**config.mk**
```make
export PLATFORM = sky130hd
export DESIGN_NAME = lane_car_counter
export DESIGN_NICKNAME = d
export VERILOG_FILES = /design/src/rtl/lane_cnt_pkg.sv /design/src/rtl/lane_qual.sv /design/src/rtl/lane_car_counter.sv
export SDC_FILE = /design/constraint.sdc
export NUM_CORES = 1
export LEC_CHECK = 0
export ABC_CLOCK_PERIOD_IN_PS = 3800
export CAP_MARGIN = 20
export CORE_UTILIZATION = 50
export DETAILED_ROUTE_END_ITERATION = 12
export PLACE_DENSITY = 0.76
export RECOVER_POWER = 50
export SLEW_MARGIN = 20
export SYNTH_ARGS = -nofsm -noshare
export SYNTH_HDL_FRONTEND = slang
export SYNTH_SLANG_ARGS = --single-unit
```
**constraint.sdc**
```tcl
create_clock -name clk -period 3.8 [get_ports clk]
set_input_delay 0.76 -clock clk [delete_from_list [all_inputs] [get_ports clk]]
set_output_delay 0.76 -clock clk [all_outputs]
set_load 0.02 [all_outputs]
```
**src/rtl/lane_cnt_pkg.sv**
```systemverilog
// lane_cnt_pkg: lane FSM state type, parameter limits and a popcount helper
package lane_cnt_pkg;

    typedef enum logic [1:0] {IDLE, QUAL, OCCUPIED} lane_state_t;

    localparam int MAX_LANES    = 16;
    localparam int MIN_CNT_W    = 2;
    localparam int MAX_CNT_W    = 16;
    localparam int MAX_MIN_HIGH = 255;
    localparam int QUAL_W       = 8;
    localparam int POP_W        = 5;

    function automatic logic [POP_W-1:0] popcount(input logic [MAX_LANES-1:0] v);
        logic [POP_W-1:0] n;
        n = '0;
        for (int k = 0; k < MAX_LANES; k++) n = n + POP_W'(v[k]);
        return n;
    endfunction

endpackage

```
**src/rtl/lane_qual.sv**
```systemverilog
// lane_qual: one lane's qualification FSM, qual counter, vehicle count and sticky overflow
module lane_qual
    import lane_cnt_pkg::*;
#(
    parameter int CNT_W    = 8,
    parameter int MIN_HIGH = 2,
    parameter int SATURATE = 1
) (
    input  logic             clk,
    input  logic             reset_n,
    input  logic             sensor,
    input  logic             clr,
    output logic             hit,
    output logic [CNT_W-1:0] cnt,
    output logic             evt,
    output logic             ovf
);

    localparam logic [QUAL_W-1:0] MH = QUAL_W'(MIN_HIGH);

    lane_state_t       state, state_nxt;
    logic [QUAL_W-1:0] qcnt, qcnt_inc;

    assign qcnt_inc = qcnt + QUAL_W'(1);

    // state register and run length of consecutive high samples while qualifying
    always_ff @(posedge clk or negedge reset_n) begin
        if (!reset_n) begin
            state <= IDLE;
            qcnt  <= '0;
        end else begin
            state <= state_nxt;
            qcnt  <= (sensor && state != OCCUPIED) ? (state == IDLE ? QUAL_W'(1) : qcnt_inc) : '0;
        end
    end

    // next state: a low sample always returns to IDLE, clr never affects the FSM
    always_comb begin
        state_nxt = state;
        case (state)
            IDLE:     state_nxt = sensor ? (MIN_HIGH == 1 ? OCCUPIED : QUAL) : IDLE;
            QUAL:     state_nxt = !sensor ? IDLE : (qcnt_inc == MH ? OCCUPIED : QUAL);
            OCCUPIED: state_nxt = sensor ? OCCUPIED : IDLE;
            default:  state_nxt = IDLE;
        endcase
    end

    // qualification fires on the MIN_HIGH-th consecutive high sample
    always_comb begin
        hit = 1'b0;
        if (sensor) hit = (state == IDLE && MIN_HIGH == 1) || (state == QUAL && qcnt_inc == MH);
    end

    // event pulse, lane count and overflow; clr wins over a same-cycle event
    always_ff @(posedge clk or negedge reset_n) begin
        if (!reset_n) begin
            evt <= 1'b0;
            cnt <= '0;
            ovf <= 1'b0;
        end else begin
            evt <= hit;
            if (clr) begin
                cnt <= '0;
                ovf <= 1'b0;
            end else if (hit) begin
                cnt <= (&cnt && SATURATE != 0) ? cnt : cnt + CNT_W'(1);
                ovf <= ovf | &cnt;
            end
        end
    end

endmodule

```
**src/rtl/lane_car_counter.sv**
```systemverilog
// lane_car_counter: multi-lane vehicle counter with all-lane total; LANE_CNT_SYNC_EN adds 2-flop sensor synchronisers
module lane_car_counter
    import lane_cnt_pkg::*;
#(
    parameter int NUM_LANES = 3,
    parameter int CNT_W     = 8,
    parameter int MIN_HIGH  = 2,
    parameter int SATURATE  = 1,
    parameter int TOT_W     = CNT_W + 2
) (
    input  logic                       clk,
    input  logic                       reset_n,
    input  logic [NUM_LANES-1:0]       sensor,
    input  logic [NUM_LANES-1:0]       clr,
    input  logic                       clr_total,
    output logic [NUM_LANES*CNT_W-1:0] car_cnt,
    output logic [NUM_LANES-1:0]       car_evt,
    output logic [NUM_LANES-1:0]       ovf,
    output logic [TOT_W-1:0]           total_cnt
);

    if (NUM_LANES < 1 || NUM_LANES > MAX_LANES) begin : g_bad_lanes
        $error("NUM_LANES out of range");
    end
    if (CNT_W < MIN_CNT_W || CNT_W > MAX_CNT_W) begin : g_bad_cnt_w
        $error("CNT_W out of range");
    end
    if (MIN_HIGH < 1 || MIN_HIGH > MAX_MIN_HIGH) begin : g_bad_min_high
        $error("MIN_HIGH out of range");
    end

    logic [NUM_LANES-1:0] sensor_q, hit;
    logic [POP_W-1:0]     evt_n;
    logic [TOT_W+4:0]     sum;

`ifdef LANE_CNT_SYNC_EN
    logic [NUM_LANES-1:0] sync_1, sync_2;

    // two-flop synchroniser per sensor bit
    always_ff @(posedge clk or negedge reset_n) begin
        if (!reset_n) begin
            sync_1 <= '0;
            sync_2 <= '0;
        end else begin
            sync_1 <= sensor;
            sync_2 <= sync_1;
        end
    end

    assign sensor_q = sync_2;
`else
    assign sensor_q = sensor;
`endif

    for (genvar i = 0; i < NUM_LANES; i++) begin : g_lane
        lane_qual #(
            .CNT_W    (CNT_W),
            .MIN_HIGH (MIN_HIGH),
            .SATURATE (SATURATE)
        ) u_lane (
            .clk     (clk),
            .reset_n (reset_n),
            .sensor  (sensor_q[i]),
            .clr     (clr[i]),
            .hit     (hit[i]),
            .cnt     (car_cnt[i*CNT_W +: CNT_W]),
            .evt     (car_evt[i]),
            .ovf     (ovf[i])
        );
    end

    assign evt_n = popcount(MAX_LANES'(hit));
    assign sum   = (TOT_W+5)'(total_cnt) + (TOT_W+5)'(evt_n);

    // total of qualified vehicles, saturating; clr_total discards same-cycle events
    always_ff @(posedge clk or negedge reset_n) begin
        if (!reset_n) total_cnt <= '0;
        else if (clr_total) total_cnt <= '0;
        else total_cnt <= |sum[TOT_W+4:TOT_W] ? '1 : sum[TOT_W-1:0];
    end

endmodule

```
==> results of run 1 <==
## placed cells by master (no fill, tap or decap), drive strengths merged, types with 3 or more instances in the layout
master,netlist,layout
bufinv,0,3
nor3,9,9
o31ai,9,9
clkdlybuf4s50,0,44
nand2b,4,4
a311oi,3,3
a21oi,32,32
nand4,10,10
nand3,23,23
nand2,25,25
nor2,41,41
and3,11,11
ha,11,11
clkbuf,9,13
nor4,7,7
or4,8,8
and4,3,3
o211ai,3,3
dlygate4sd3,0,3
o21ai,14,14
xor2,13,13
dfrtp,70,70
nor2b,9,9
mux2,5,5
buf,10,6
xnor2,10,10
inv,17,17
or3,12,12
## registers in the layout, indices dropped and copies added, names as in the netlist
signal,cells
g_lane.u_lane.qcnt,24
g_lane.u_lane.evt,3
g_lane.u_lane.ovf,3
total_cnt,10
g_lane.u_lane.cnt,24
g_lane.u_lane.state,6
## final cells by class
class	count	share of cell area [%]
clock inverters	6	2.418
clock buffers	10	2.803
repair buffers	56	11.57
well taps	99	2.721
inverters	17	1.401
flip-flops and latches	70	38.47
multi-input cells	291	40.62
## cells by family (layout without fill, tap and decap cells)
logic type	Yosys count	in the layout	share of synthesized area, %
muxes	5	5	1.500
adders and majority gates	13	13	4.735
and+or+nand+nor	170	170	23.67
xor gates and xnor gates	23	23	5.368
DFF	70	70	46.68
AOI/OAI and AO/OA	80	80	13.64
buffers and inverters	36	89	4.401
## worst paths after layout
check                                                  to  cells after the start  slack (ns)                      start
worst max-delay path                         total_cnt[9]                     11        0.19   g_lane[0].u_lane.qcnt[0]
worst min-delay path            g_lane[0].u_lane.state[0]                      1        0.45  g_lane[0].u_lane.state[1]
worst max register to register               total_cnt[9]                     11        0.19   g_lane[0].u_lane.qcnt[0]
worst min register to register  g_lane[0].u_lane.state[0]                      1        0.45  g_lane[0].u_lane.state[1]
max in group asynchronous        g_lane[0].u_lane.qcnt[4]                      2        0.92                    reset_n
min in group asynchronous        g_lane[2].u_lane.qcnt[0]                      1        0.99                    reset_n
## routing by layer
metal | part of all wire, % | wire length [µm]
met1 | 45 | 3531
met3 | 3.2 | 254
met4 | 1.5 | 114
met2 | 50 | 3937
met5 | 0 | 0
## worst register-to-register path: cells and delay by family (launching register included)
kind / cells / cell delay (ns)
and+or+nand+nor: 4 / 0.95
adders and majority gates: 4 / 1.31
buffers and inverters: 1 / 0.04
AOI/OAI and AO/OA: 2 / 0.73
DFF: 1 / 0.44
## through the flow
step                      area [µm²]  cells  hold WS, ns
after floorplan                 3777    397       0.4086
final                           4553    549       0.4522
after global placement          4317    532       0.4320
after CTS                       4554    548       0.4484
after detailed placement        4317    532       0.4230
after global routing            4553    549       0.4574
## power groups by stage
stage	registers (mW)	clock network (mW)	logic (mW)
after detailed placement	0.799	0	0.144
final	0.786	0.713	0.141
after global routing	0.788	0.755	0.160
after global placement	0.799	0	0.140
after CTS	0.785	0.724	0.145
after floorplan	0.801	0	0.0785
## timing repair
item	CTS	global route
buffers inserted	0	1
setup endpoints to repair	0	8
gates resized for setup	0	0
==> results.ini, run 1 <==
[layout]
multi_input_comb_area_um2=1849
fill_cells=606
layout.nets=467
seq_area_um2=1752
drive_gt1_share_pct=7.556
area_delta_synth_final_pct=21.34
diodes=0
utilization_pct=62.77

[global_route]
use_met1_pct=26.85
grt_overflow_total=0
grtUsageTotal_pct=21.25
grt_pass1_vias=2825
antenna_found_initial=0
grt_use_met2_pct=35.94
grt_start_max_net_pins=39
met3_usage_pct=3.638
grt_pass1_wl_um=12810
busiest_layer=met2

[yosys]
ys.flop_type=dfrtp_1
synth_fp_nets=419
synthTopCellsByArea=dfrtp_1 47%, a21oi_1 4.3%, nor2_1 4.1%
yosysUniqueCellTypes=49
synthesis.instances=397
ys_ff_latch=70
synth_largest_area_cell=dfrtp_1
avgSynthCellArea_um2=9.452
ys_warn_count=0
async_flop_share_pct=100.0
syn-cell-area_um2=3752
synth_top_area_share_pct=46.68
seq_area_frac_synth_pct=46.68
synthTopCellsByCount=70 x dfrtp_1, 41 x nor2_1, 32 x a21oi_1, 25 x nand2_1, 23 x nand3_1
synth.most_common_cell=dfrtp_1
synth-edff-count=0

[cts]
clk_latency_ns=0.34
clk_pin_slew_ns=0.08
tritoncts=built
root_buffer=clkbuf_8
cts_num_sinks=70
cts_max_level=3
clk_path_buf_depth=2
cts_buffers=9
cts_hold_buf=0

[power]
p_sw_mw=0.3875
switching_share_pct=23.64
pwr-share-comb_pct=8.6
ir_drop_uv=228.9
finalPower_mw=1.639
seqPwrFrac_pct=47.9
intPower_mw=1.251
clkPwrFrac_pct=43.5
cellLeakagePower_nw=1.852
powerDensity_nw_per_um2=359.9

[die]
die_height_um=88.63
die_area_um2=7855
start_util_pct=51.73
top_level_ports=49
coreArea_um2=7253
rows=31
die_x_um=88.63

[sta]
hold_violations=0
fin_tns_setup_ns=0
fin_crit_ns=3.612
skew_ns=0.01049
slew_headroom_pct=-35.12
worst_pin_slew_ns=2.027
max_freq_ghz=0.2768
setup_viol=0
fin_ws_ns=0.1878
post-route-period-util_pct=95.06
slew_viol_final=39
grt_setup_unrepaired=no

[placed_design]
hpwl_um=5656
gp_congestion=0.8708
portBuffers=48
dp_slack_ns=0.1215

[routing]
vias=3099
route.detailed.drc=0
totalWireLength_um=7838
drt_pass1_iterations=4
avgRoutedWirePerCell_um=14.28
drt_iter0_drc=195
via_per_inst=5.645
final_antenna_net_count=0

[setup_path]
path_common_cell=ha_2
crit_family=adder cells
path_max_fanout=7
cp.required_ns=4.01
critical_path.endpoint_type=register
path_buf_inv=1
crit_slowest_cell=fa_1
crit_path_start_kind=register
cp.arrival_ns=3.82
critPathMaxStageDelay_ns=0.52
cp_cell_sequence=ha_2 -> or3_1 -> a211o_1 -> a2111o_1 -> fa_1 -> inv_1 -> ha_2 -> fa_2 -> and2_1 -> nor4b_2 -> nor3_1
crit_type=register to register

[job]
max_cap_viol_count=1

[outcome]
status=finished with violations
violations=capacitance limit, slew limit

[worst_hold_path]
hp-class=register to register

Note: power is estimated with default switching activity, not from simulation.
==> inputs of run 2 (changes only) <==
- ABC_CLOCK_PERIOD_IN_PS: 3800 -> 4450
- PLACE_DENSITY: 0.76 -> 0.73
- clock period: 3.8 -> 4.45 ns (I/O delays scaled with it)
==> results.ini, run 2 (synthesis results as in run 1) <==
[setup_path]
crit_type=register to register
r2r_end=total_cnt[2]
worstRegToRegCells=11  ; unchanged
r2r-start=g_lane[0].u_lane.qcnt[0]
critPathMaxStageDelay_ns=0.57  ; +0.05 ns
crit_path_start_kind=register
critPathLaunch=g_lane[0].u_lane.qcnt[0]
path_buf_inv=1  ; unchanged
crit_family=adder cells
path_max_fanout=17  ; +10
cp_cell_sequence=ha_1 -> or3_1 -> a211o_1 -> a2111o_1 -> fa_1 -> inv_1 -> ha_1 -> fa_1 -> and2_1 -> nand4_1 -> a21oi_1
rrSetupSlack_ns=0.45  ; +0.27 ns
critical_path.endpoint_type=register
crit_slowest_cell=a2111o_1
crit_cells=11  ; unchanged
cp.required_ns=4.66  ; +0.65 ns
endpoint=total_cnt[2]
cp.arrival_ns=4.20  ; +0.38 ns

[cts]
root_buffer=clkbuf_8
clk_path_buf_depth=2  ; unchanged
cts_max_level=3  ; unchanged
cts_buffers=9  ; unchanged
ctsResizeCount=0  ; unchanged
clk_pin_slew_ns=0.08  ; about the same
cts_hold_buf=0  ; unchanged
postCtsSetupRepairBufs=0  ; unchanged
clk_latency_ns=0.34  ; about the same
tritoncts=built
cts_num_sinks=70  ; unchanged

[routing]
totalWireLength_um=7580  ; -3.3%
via_per_inst=5.612  ; -0.58%
avgRoutedWirePerCell_um=13.93  ; -2.4%
final_antenna_net_count=0  ; unchanged
vias=3053  ; -1.5%
drt_pass1_iterations=4  ; unchanged
drt_iter0_drc=201  ; +3.1%
route.detailed.drc=0  ; unchanged

[power]
ir_drop_uv=183.8  ; -20%
powerDensity_nw_per_um2=308.9  ; -14%
intPower_mw=1.067  ; -15%
switching_share_pct=23.26  ; -0.38 points
clkPwrFrac_pct=43.5  ; about the same
pwr-share-comb_pct=8.3  ; -0.3 points
seqPwrFrac_pct=48.2  ; +0.3 points
cellLeakagePower_nw=1.845  ; -0.37%
p_sw_mw=0.3233  ; -17%

[outcome]
violations=capacitance limit, slew limit
status=finished with violations

[layout]
largestRegisters=g_lane.u_lane.cnt (24), g_lane.u_lane.qcnt (24), total_cnt (10)
layout.nets=462  ; -1.1%
area_delta_synth_final_pct=19.91
diodes=0  ; unchanged
utilization_pct=62.03  ; -0.74 points
drive_gt1_share_pct=5.618  ; -1.9 points
layout_commonest_cell=dfrtp_1
final_cell_mix=70 x dfrtp_1, 44 x clkdlybuf4s50_1, 41 x nor2_1

[sta]
max_freq_ghz=0.2502  ; -9.6%
slew_headroom_pct=-49.64  ; -15 points
slew_viol_final=44  ; +13%
fin_tns_setup_ns=0  ; unchanged
skew_ns=0.01187  ; +0.001379 ns
post-route-period-util_pct=89.81  ; -5.2 points
worst_pin_slew_ns=2.245  ; +0.2178 ns
fin_crit_ns=3.997  ; +0.3844 ns
setup_viol=0  ; unchanged
hold_violations=0  ; unchanged
grt_setup_unrepaired=no

[die]
top_level_ports=49  ; unchanged
start_util_pct=51.73  ; unchanged
die_x_um=88.63  ; unchanged
die_height_um=88.63  ; unchanged
die_area_um2=7855  ; unchanged
coreArea_um2=7253  ; unchanged
rows=31  ; unchanged

[global_route]
grt_pass1_vias=2777  ; -1.7%
grt_start_max_net_pins=44  ; +13%
grt_pass1_wl_um=12550  ; -2.0%
grt_overflow_total=0  ; unchanged
grtUsageTotal_pct=20.74  ; -0.51 points
antenna_found_initial=0  ; unchanged

[placed_design]
portBuffers=48  ; unchanged
hpwl_um=5327  ; -5.8%
gp_congestion=0.8529  ; -2.1%

[worst_hold_path]
hp-class=register to register

[job]
max_cap_viol_count=1  ; unchanged

run 2: metrics by stage:
step                      std cells  power (mW)  hold WS, ns  cell area (µm²)  worst slack [ns]
after floorplan                 397      0.7494       0.4086             3752            0.5088
after detailed placement        528      0.7997       0.4323             4273            0.4276
after CTS                       544       1.407       0.4511             4503            0.4536
after global routing            544       1.444       0.4642             4499            0.2160
final                           544       1.390       0.4481             4499            0.4534
after global placement          528      0.7980       0.4362             4273            0.4814
run 2: worst min-delay path by stage:
| stage | cells after the start | slack [ns] | to | start |
|---|---|---|---|---|
| 3_3_place_gp | 1 | 0.44 | g_lane[0].u_lane.state[0] | g_lane[0].u_lane.state[1] |
| 4_1_cts | 1 | 0.45 | g_lane[0].u_lane.state[0] | g_lane[0].u_lane.state[1] |
| 3_5_place_dp | 1 | 0.43 | g_lane[0].u_lane.state[0] | g_lane[0].u_lane.state[1] |
| 6_report | 1 | 0.45 | g_lane[0].u_lane.state[0] | g_lane[0].u_lane.state[1] |
| 2_1_floorplan | 1 | 0.41 | g_lane[0].u_lane.state[0] | g_lane[0].u_lane.state[1] |
| 5_1_grt | 1 | 0.46 | g_lane[0].u_lane.state[0] | g_lane[0].u_lane.state[1] |
run 2: layout make-up:
class                   count  area [µm²]
clock inverters             4       95.09
clock buffers              12       135.1
well taps                  99       123.9
flip-flops and latches     70        1752
inverters                  17       63.81
fillers                   615        2754
multi-input cells         291        1836
repair buffers             51       494.2
run 2: power by group through the flow:
stage	registers [mW]	clock network, mW	logic, mW
after detailed placement	0.682	0	0.117
after floorplan	0.684	0	0.0656
after global placement	0.682	0	0.116
after CTS	0.670	0.619	0.118
after global routing	0.673	0.640	0.131
final	0.670	0.605	0.115
run 2: per-layer routing:
| layer | routed length [µm] | track usage, % |
|---|---|---|
| met1 | 3595 | 28.26 |
| met2 | 3617 | 32.80 |
| met3 | 298 | 3.545 |
| met4 | 68 | 8.798 |
| met5 | 0 | 0 |
==> inputs of run 3 (changes only) <==
- CTS_CLUSTER_SIZE: default -> 14
==> results of run 3 <==
No change in the layout: final DEF, timing and power equal those of run 2.
